<file path="config.mk">
export PLATFORM = sky130hd
export DESIGN_NAME = cello_tt_eval
export DESIGN_NICKNAME = d
export VERILOG_FILES = /design/src/rtl/cello_tt_pkg.sv /design/src/rtl/cello_settle_timer.sv /design/src/rtl/cello_tt_eval.sv
export SDC_FILE = /design/constraint.sdc
export NUM_CORES = 1
export LEC_CHECK = 0
export CORE_AREA = 8 8 59 61
export DETAILED_ROUTE_END_ITERATION = 8
export DIE_AREA = 0 0 67 69
export GPL_ROUTABILITY_DRIVEN = 1
export PLACE_DENSITY = 0.93
export SYNTH_ARGS = -nofsm -noshare
export SYNTH_HDL_FRONTEND = slang
export SYNTH_HIERARCHICAL = 1
export SYNTH_SLANG_ARGS = --single-unit
</file>
<file path="constraint.sdc">
create_clock -name clk -period 3.24 [get_ports clk]
set_clock_uncertainty 0.15 [all_clocks]
set_input_delay 0.648 -clock clk [delete_from_list [all_inputs] [get_ports clk]]
set_output_delay 0.648 -clock clk [all_outputs]
set_load 0.005 [all_outputs]
</file>
<file path="src/rtl/cello_tt_pkg.sv">
// Shared types and helpers for the run-time loadable truth-table evaluator.
package cello_tt_pkg;

    typedef enum logic {
        SETTLING = 1'b0,
        STABLE   = 1'b1
    } state_e;

    localparam int GLITCH_W = 8;

    function automatic int tt_width(input int n);
        return 2 ** n;
    endfunction

endpackage

</file>
<file path="src/rtl/cello_settle_timer.sv">
// Settle counter: cleared by restart, counts up and saturates at SETTLE-1.
// done is asserted while the count sits at SETTLE-1.
module cello_settle_timer #(
    parameter int SETTLE = 8
) (
    input  logic clk,
    input  logic rst,
    input  logic restart,
    output logic done
);

    localparam int CW = (SETTLE < 1) ? 1 : $clog2(SETTLE + 1);
    localparam logic [CW-1:0] LAST = CW'(SETTLE - 1);

    if (SETTLE < 1) begin : g_bad_settle
        $error("cello_settle_timer: SETTLE must be >= 1");
    end

    logic [CW-1:0] cnt_q;
    logic [CW-1:0] cnt_d;

    always_comb begin
        cnt_d = cnt_q;
        if (restart) begin
            cnt_d = '0;
        end else if (cnt_q != LAST) begin
            cnt_d = cnt_q + CW'(1);
        end
    end

    always_ff @(posedge clk) begin
        if (rst) begin
            cnt_q <= '0;
        end else begin
            cnt_q <= cnt_d;
        end
    end

    assign done = (cnt_q == LAST);

endmodule

</file>
<file path="src/rtl/cello_tt_eval.sv">
// N_IN-input truth-table evaluator that publishes only after SETTLE stable cycles.
// Optional aborted-settle counter enabled by defining CELLO_TT_GLITCH_CNT_EN.
module cello_tt_eval
    import cello_tt_pkg::*;
#(
    parameter int                          N_IN     = 4,
    parameter int                          SETTLE   = 8,
    parameter logic [tt_width(N_IN)-1:0]   TT_RESET = 16'h2C26
) (
    input  logic                        clk,
    input  logic                        rst,
    input  logic [N_IN-1:0]             in_vec,
    input  logic                        cfg_valid,
    output logic                        cfg_ready,
    input  logic [tt_width(N_IN)-1:0]   cfg_tt,
    output logic                        out,
    output logic                        out_valid,
    output logic                        settling,
    output logic [GLITCH_W-1:0]         glitch_cnt
);

    localparam int TTW = tt_width(N_IN);

    if (N_IN < 1 || N_IN > 6) begin : g_bad_n_in
        $error("cello_tt_eval: N_IN must be in 1..6");
    end

    state_e           state_q, state_d;
    logic [TTW-1:0]   tt_q, tt_d;
    logic [N_IN-1:0]  in_q, in_d;
    logic             out_q, out_d;
    logic             out_valid_q, out_valid_d;

    logic in_change;
    logic cfg_hs;
    logic restart;
    logic done;

    assign cfg_ready = (state_q == STABLE);
    assign in_change = (in_vec != in_q);
    assign cfg_hs    = cfg_valid & cfg_ready;
    assign restart   = in_change | cfg_hs;

    cello_settle_timer #(
        .SETTLE (SETTLE)
    ) u_timer (
        .clk     (clk),
        .rst     (rst),
        .restart (restart),
        .done    (done)
    );

    // A restart captures inputs and table together; out keeps its last value.
    always_comb begin
        state_d     = state_q;
        tt_d        = tt_q;
        in_d        = in_q;
        out_d       = out_q;
        out_valid_d = out_valid_q;
        if (restart) begin
            in_d        = in_vec;
            state_d     = SETTLING;
            out_valid_d = 1'b0;
            if (cfg_hs) begin
                tt_d = cfg_tt;
            end
        end else if (state_q == SETTLING && done) begin
            out_d       = tt_q[in_q];
            out_valid_d = 1'b1;
            state_d     = STABLE;
        end
    end

    always_ff @(posedge clk) begin
        if (rst) begin
            state_q     <= SETTLING;
            tt_q        <= TT_RESET;
            in_q        <= '0;
            out_q       <= 1'b0;
            out_valid_q <= 1'b0;
        end else begin
            state_q     <= state_d;
            tt_q        <= tt_d;
            in_q        <= in_d;
            out_q       <= out_d;
            out_valid_q <= out_valid_d;
        end
    end

    assign out       = out_q;
    assign out_valid = out_valid_q;
    assign settling  = (state_q == SETTLING);

`ifdef CELLO_TT_GLITCH_CNT_EN
    // fresh_q marks the cycle right after a restart, when the settle count is still 0.
    logic [GLITCH_W-1:0] glitch_q, glitch_d;
    logic                fresh_q, fresh_d;

    always_comb begin
        glitch_d = glitch_q;
        fresh_d  = restart;
        if (in_change && state_q == SETTLING && !fresh_q && glitch_q != '1) begin
            glitch_d = glitch_q + GLITCH_W'(1);
        end
    end

    always_ff @(posedge clk) begin
        if (rst) begin
            glitch_q <= '0;
            fresh_q  <= 1'b1;
        end else begin
            glitch_q <= glitch_d;
            fresh_q  <= fresh_d;
        end
    end

    assign glitch_cnt = glitch_q;
`else
    assign glitch_cnt = 8'd0;
`endif

endmodule
</file>
; Yosys cells after proc, flatten, opt, wreduce, memory -nomap -nowiden
; Cells that the tools add are included.
[totals]
memories = 0
ramBits = 0
reg_bits = 26
out_inout_bits = 12
input_bits = 23
latch_bits = 0
mem_bits_ro = 0
[op_classes]
shift = 0
order_cmp = 1
addsub = 1
n_eq_ne = 3
n_mul = 0
div = 0
reduce_logical = 4
bitwise_logic = 4
mux = 2
[op_table]
columns = cell, count
row1 = "< comparator 4 x 5 -> 1 bit, second input constant", 1
row2 = "adder 4 x 1 -> 4 bit, second input constant", 1
row3 = binary-select mux 1 bit (select 4 bit), 1
row4 = "== test 4 x 3 -> 1 bit, second input constant", 1
row5 = "!= test 4 x 3 -> 1 bit, second input constant", 1
row6 = != test 4 bit, 1
row7 = AND reduction 2 bit, 2
row8 = inverter 1 bit, 2
row9 = OR reduction 2 bit, 1
row10 = bitwise AND 1 bit, 1
row11 = logical AND 1 bit, 1
row12 = 2-to-1 mux 1 bit, 1
row13 = OR 1 bit, 1

; Longest topological paths before layout
; Gate-level depths: netlist of run 1.
[depth]
word_depth = 4
mapped_depth = 6

; Cells and area by module
; The synthesis of run 1 kept the hierarchy.
[by_module_without_submodules]
columns = mod, area_per_inst_um2, n_inst, seq_area_each_um2, cells_each
row1 = cello_tt_eval, 1023.5, 1, 440.4, 112
row2 = cello_settle_timer, 207.7, 1, 80.1, 19

; Worst setup path before layout of run 1
; OpenSTA, ideal clock, no wires.
[synth_timing]
path_kind = input port to flip-flop
from = input port in_vec[2]
to = register u_timer.cnt_q[3]
arrival_ns = 1.666
path_stages = 5
setup_ns = 0.058
setup_slack_ns = 1.366
cell_sequence = xor2_1 > nor3_1 > nand3_1 > nor4_1 > mux2_2
[synth_via]
elab_chain_cells = 3
[synth_lines]
columns = item, line_no
row1 = from (decl), cello_tt_eval.sv:12  ; input logic [N_IN-1:0] in_vec,
row2 = != test 4 bit, cello_tt_eval.sv:40  ; assign in_change = (in_vec != in_q);
row3 = OR 1 bit, cello_tt_eval.sv:42  ; assign restart = in_change | cfg_hs;
row4 = named net restart, cello_tt_eval.sv:36  ; logic restart;
row5 = OR reduction 2 bit (no line), --
row6 = to (signal assigned), cello_settle_timer.sv:35  ; cnt_q <= cnt_d;
row7 = to (decl), cello_settle_timer.sv:19  ; logic [CW-1:0] cnt_q;
; The timed path passes the listed nets, and every way through them passes these cells.
; A chain may end at the register's enable or synchronous reset.

; Worst setup path in the final report of run 1
; Same ends and word-level chain as after synthesis.

==> metrics, run 1 <==
clock latency on the worst-skew pair=about 0.32 ns; iteration-0 DRC count of the detailed router=51; RSZ-0062 raised after global routing=no; portion of netlist area occupied by mux cells=0.144; TritonCTS clock tree=done; synth-to-layout area growth=22.0%; maximum number of pins on one net before global-route repair=19; post-cts gate resize count=0; CP required=between 3 and 4 ns; standard-cell row count=19; initial core utilization=0.471; Post-CTS Setup Repair Bufs=0; Data arrival, critical path=around 2.4 ns; Hold Path Origin=tt_q[12]; leading post-synthesis cells by cell area=dfxtp_1 42%, nand2_1 10%, mux4_1 8.5%; combined flip-flop and latch cell area=520 um^2; Die ar.=4620 um^2; setup slack of the worst register-to-register path=approximately 1.3 ns; GR Util All Layers=0.111; total standard cell area after synthesis=approximately 1200 um^2; number of synthesized flops with an enable pin=0; launch point of the worst reg-to-reg path=in_q[2]; cell type of the slowest stage on the worst timing path=clkdlybuf4s50_1; simple logic cell fraction of the synthesized area=0.246; relative max-transition margin=0.580; minimum period implied by the final worst setup slack=roughly 2.3 ns; area taken by multi-input logic gates=roughly 630 um^2; Max Slew Vio Count=0; outcome=finished, final reports clean; count of hold buffers inserted by post-cts repair=0; most numerous cell in the Yosys netlist=nand2_1; maximum clock path buffer count=2; total global routing overflow=0; CP peak stage delay=0.43 ns; clock-pin slew on the worst setup and hold paths=~0.14 ns; Maximum Capacitance Violations=0; vias post-DR=962; share of post-route cells with drive strength above 1=0.0779; number of nets in the layout=approximately 180; DRC errors left=0; adder and majority gate portion of the synthesized area=0.0102; fraction of synthesized cell area taken by the top area cell type=0.423; async set-reset flop share out of synthesis=0; wire length of the first global-routing pass=roughly 4.2 mm; Setup crit end kind=register; Seq/Total Area, Yosys=0.423; startpoint of the most critical setup path=in_vec[2]; top-level port count=35; total iterations of the first detailed-routing run=4; Synth Area in XOR/XNOR=0.0285; total setup violations reported at the end of the flow=0; ratio of total power to cell area=about 360 nW/um^2; initial antenna violation count=0; final estimated routing congestion in global placement=approximately 0.78; actual transition at the worst max-transition pin=between 0.6 and 0.7 ns; number of H-tree branching levels=1; largest family of logic cells by synthesized area=simple AND/OR/NAND/NOR gates; Fmax achieved=approximately 440 MHz; area inside the core boundary=approximately 2600 um^2; combined buffer and inverter count along the critical path=1; Die X=67 um; sequence of cells on the critical path=clkdlybuf4s50_1 > xor2_1 > nor3_1 > nand3_1 > nor4_1 > mux2_2; smallest setup slack after layout=~0.97 ns; Compound-Gate Fraction of Synth Area=0.0620; ys flop type=dfxtp_1; kind of critical path=primary input to register; distinct cell type count of the synthesized netlist=29; pre-CTS setup slack=between 0.6 and 0.7 ns; class of the worst hold path=register to register; detail-routed net length per standard cell=~14 um; vias in the first global route=between 1000 and 1500; number of filler cells placed in the layout=236; Leakage=around 0.00057 uW; sum of net half-perimeters after detailed placement=1.99 mm; highest net fanout along the worst path=9; number of synthesized register bits=26; cell type with the highest aggregate area in the netlist=dfxtp_1; startpoint type of the worst setup path=primary input; clock tree root buffer cell=clkbuf_4; number of antenna repair diodes=0; hold violation total from the final report=0; clock buffers created by TritonCTS=3; Cells after Synth=~130; Routed Wire Length=~2.5 mm; TritonCTS sink count=26; Post-Synthesis Mean Instance Area=roughly 9.4 um^2; Final period util=0.700; ranking of synthesized cells by instance count=34 x nand2_1, 26 x dfxtp_1, 10 x a21oi_1; YS warnings=6; category of cells accounting for the largest share of critical-path delay=simple AND/OR/NAND/NOR gates; largest vdd supply drop=about 0.0002 V; count of port buffers added during placement=26; Final TNS setup=0 ns; DIE HEIGHT=slightly below 70 um; Vias/cell=~5.2; count of nets left with antenna violations after detail routing=0
kinds of logic (layout without fill, tap and decap cells):
kind of cell,after synthesis,after routing
compound gates,12,12
flops,26,26
fa+ha+maj,1,1
xor+xnor,4,4
other cells,1,8
simple gates,61,61
buf+inv,16,32
mux,10,10
per-stage QoR:
| stage | cell area (um^2) | util | hold WS (ns) | instances | total power (uW) |
|---|---|---|---|---|---|
| 2_1_floorplan | 1260 | - | 0.279 | 138 | 363 |
| 3_3_place_gp | 1470 | 0.560 | 0.290 | 181 | 387 |
| 3_5_place_dp | 1470 | 0.560 | 0.298 | 181 | 389 |
| 4_1_cts | 1500 | 0.574 | 0.317 | 185 | 550 |
| 5_1_grt | 1500 | 0.574 | 0.338 | 185 | 574 |
| 6_report | 1500 | 0.574 | 0.316 | 185 | 546 |
cell type report:
cell class / count / area share
Timing Repair Buffer: 27 / 0.178
Multi-Input combinational cell: 96 / 0.422
Inverter: 1 / 0.00250
Tap cell: 31 / 0.0258
Sequential cell: 26 / 0.347
Clock buffer: 4 / 0.0242
per-layer routing:
metal  part of all wire  up-vias  track usage
met5                  0        -            0
met4              0.016        0       0.0419
met3              0.054        5       0.0372
met2               0.53       19        0.201
met1               0.40      462        0.111
li1                   -      476            -
report_power, final:
part | leakage [uW] | switching [uW] | total [uW] | internal (uW)
Clock | 0.0000210 | 94.8 | 164 | 68.7
Combinational | 0.000342 | 18.8 | 55.0 | 36.1
Sequential | 0.000211 | 4.66 | 327 | 323
worst register-to-register path: cells and delay by family, from the launching register on:
kind	cells	cell delay (ns)
flip-flops	1	0.39
XOR/XNOR	1	0.18
AND/OR/NAND/NOR	3	0.96
multiplexers	1	0.20
final timing paths:
check	cells past startpoint	endpoint
hold / removal	2	tt_q[12]
setup reg to reg	5	u_timer/cnt_q[3]
hold reg to reg	2	tt_q[12]
setup / recovery	6	u_timer/cnt_q[3]
state kept, by name, indices dropped and copies added (netlist names):
register and cells:
out_valid 1, u_timer/cnt_q 4, out 1, tt_q 16, in_q 4
layout by cell type (no fill, tap or decap), drive strengths merged, types with 2 or more instances in the layout:
cell type       n
mux4            4
clkbuf          4
nor2b           4
mux2i           2
xor2            3
nor3            3
nand3           2
clkdlybuf4s50  26
nor4            2
nand3b          6
conb            8
mux2            4
nand2          34
dfxtp          26
a21oi          10
nor2            2
nor3b           4
Power figures use the tool's default switching activity.
==> run 2: changes to the inputs <==
Settings changed: CORE_AREA 8 8 59 61 to 8 8 64 66, DIE_AREA 0 0 67 69 to 0 0 72 74, PLACE_DENSITY 0.93 to 0.84.
Clock period 3.24 ns to 2 ns, I/O delays scaled along.
==> run 2 against run 1 <==
Against the previous run: register-to-register slack worse by 1.0 ns; power is 79% higher; sequential cell count did not move; hold slack got worse by 0.0012 ns; worst setup slack got worse by 0.86 ns; cell count up 9.7%; first-iteration DRC count shrank 12%; routed wire length shrank 7.1%; non-clock buffer count is 3 higher; utilization is 8.4 points lower; combinational power up 64%; via count fell by 5.0%; critical endpoint is now settling; largest power group unchanged.
==> metrics, run 2 (synthesis results as in run 1) <==
kind of critical path=register to primary output (was primary input to register); RSZ-0062 raised after global routing=no (unchanged); combined buffer and inverter count along the critical path=2 (was 1); highest net fanout along the worst path=6 (was 9); Die X=72 um (was 67 um); largest vdd supply drop=0.000446 V (was 0.000205 V); Routed Wire Length=2.35 mm (was 2.53 mm); cell type of the slowest stage on the worst timing path=clkdlybuf4s50_1 (unchanged); vias in the first global route=942 (was 1026); total global routing overflow=0 (unchanged); pre-CTS setup slack=-0.170 ns (was 0.638 ns); Post-CTS Setup Repair Bufs=0 (unchanged); category of cells accounting for the largest share of critical-path delay=buffers and inverters (was simple AND/OR/NAND/NOR gates); Non-Filler Instances=203 (was 185); number of filler cells placed in the layout=316 (was 236); Max Slew Vio Count=0 (unchanged); clock-pin slew on the worst setup and hold paths=0.14 ns (about the same); standard-cell row count=21 (was 19); sequence of cells on the critical path=inv_1 > clkdlybuf4s50_1 (was clkdlybuf4s50_1 > xor2_1 > nor3_1 > nand3_1 > nor4_1 > mux2_2); Die ar.=5330 um^2 (was 4620 um^2); GR Util All Layers=0.0942 (was 0.111); maximum clock path buffer count=2 (unchanged); CP required=1.45 ns (was 3.37 ns); total iterations of the first detailed-routing run=4 (unchanged); Setup crit end kind=primary output (was register); total placed cells including tap cells=199 (was 181); register containing the most flip-flops in the final layout=tt_q (unchanged); post-cts gate resize count=0 (unchanged); Data arrival, critical path=1.33 ns (was 2.39 ns); Final period util=0.941; count of hold buffers inserted by post-cts repair=0 (unchanged); share of post-route cells with drive strength above 1=0.0955 (was 0.0779); total setup violations reported at the end of the flow=0 (unchanged); number of nets in the layout=182 (was 179); Maximum Capacitance Violations=0 (unchanged); post-route worst hold slack=0.314 ns (was 0.316 ns); clock buffers created by TritonCTS=3 (unchanged); ratio of total power to cell area=626 nW/um^2 (was 364 nW/um^2); area inside the core boundary=3180 um^2 (was 2620 um^2); initial core utilization=0.387 (was 0.471); smallest setup slack after layout=0.117 ns (was 0.973 ns); Vias/cell=4.50 (was 5.20); area taken by multi-input logic gates=634 um^2 (unchanged); initial antenna violation count=0 (unchanged); sum of net half-perimeters after detailed placement=1.82 mm (was 1.99 mm); minimum period implied by the final worst setup slack=1.88 ns; combined flip-flop and latch cell area=520 um^2 (unchanged); DRC errors left=0 (unchanged); Design Power=976 uW (was 546 uW); vias post-DR=914 (was 962); final estimated routing congestion in global placement=0.750 (was 0.785); startpoint type of the worst setup path=register (was primary input); detail-routed net length per standard cell=11.6 um (was 13.7 um); count of nets left with antenna violations after detail routing=0 (unchanged); TritonCTS sink count=26 (unchanged); hold violation total from the final report=0 (unchanged); Fmax achieved=531 MHz; class of the worst hold path=register to register (unchanged); max reg flops=16 (unchanged); synth-to-layout area growth=26.6% (was 22.0%); count of port buffers added during placement=26 (unchanged); top-level port count=35 (unchanged); maximum number of pins on one net before global-route repair=21 (was 19); clock tree root buffer cell=clkbuf_4 (unchanged); clock latency on the worst-skew pair=0.32 ns (about the same); Leakage=0.000595 uW (was 0.000574 uW); biggest regs=tt_q x16, in_q x4, u_timer/cnt_q x4 (unchanged); outcome=finished, final reports clean (unchanged); number of antenna repair diodes=0 (unchanged); DIE HEIGHT=74 um (was 69 um); number of H-tree branching levels=1 (unchanged); wire length of the first global-routing pass=4.06 mm (was 4.20 mm); CP peak stage delay=0.51 ns (was 0.43 ns); TritonCTS clock tree=done (unchanged); commonest non-fill, non-tap cells in the layout=34 x nand2_1, 26 x dfxtp_1, 26 x clkdlybuf4s50_1, 10 x a21oi_1, 8 x conb_1 (unchanged); iteration-0 DRC count of the detailed router=45 (was 51); leading cell type in the layout, fill and taps excluded=nand2_1 (unchanged)
[run 2: final cells by class]
type,count,area share
multi-input cells,96,0.407
flip-flops and latches,26,0.334
repair buffers,30,0.186
well taps,46,0.0369
clock inverters,1,0.0193
clock buffers,3,0.0144
inverters,1,0.00241
[run 2: through the flow]
stage / setup TNS [ns] / cell area [um^2] / utilization
detailed placement: -0.504 / 1510 / 0.474
floorplan: 0 / 1260 / -
finish: 0 / 1560 / 0.490
global route: 0 / 1560 / 0.490
global placement: -0.219 / 1510 / 0.474
CTS: 0 / 1560 / 0.490
[run 2: per-layer routing]
layer	track usage	share of wire	vias up
li1	-	-	483
met2	0.163	0.49	20
met4	0.0204	0.0068	0
met5	0	0	-
met3	0.0337	0.049	2
met1	0.109	0.45	409
[run 2: worst paths after layout]
| check | slack, ns | endpoint | start | cells after the start |
|---|---|---|---|---|
| worst max register to register | 0.29 | out | in_q[0] | 4 |
| worst min-delay path | 0.31 | tt_q[6] | tt_q[6] | 2 |
| worst max-delay path | 0.12 | settling | out_valid | 2 |
| worst min register to register | 0.31 | tt_q[6] | tt_q[6] | 2 |
[run 2: power by group]
group,leakage (uW),internal (uW),total [uW],switching [uW]
Sequential,0.000211,523,530,7.18
Combinational,0.000356,59.7,90.3,30.5
Clock,0.0000279,203,355,153
Total,0.000595,785,976,190
[run 2: worst reg2reg max path: cells and delay by family (launching register included)]
family,cells,cell delay (ns)
muxes,3,0.92
AOI/OAI and AO/OA,1,0.05
DFF,1,0.49
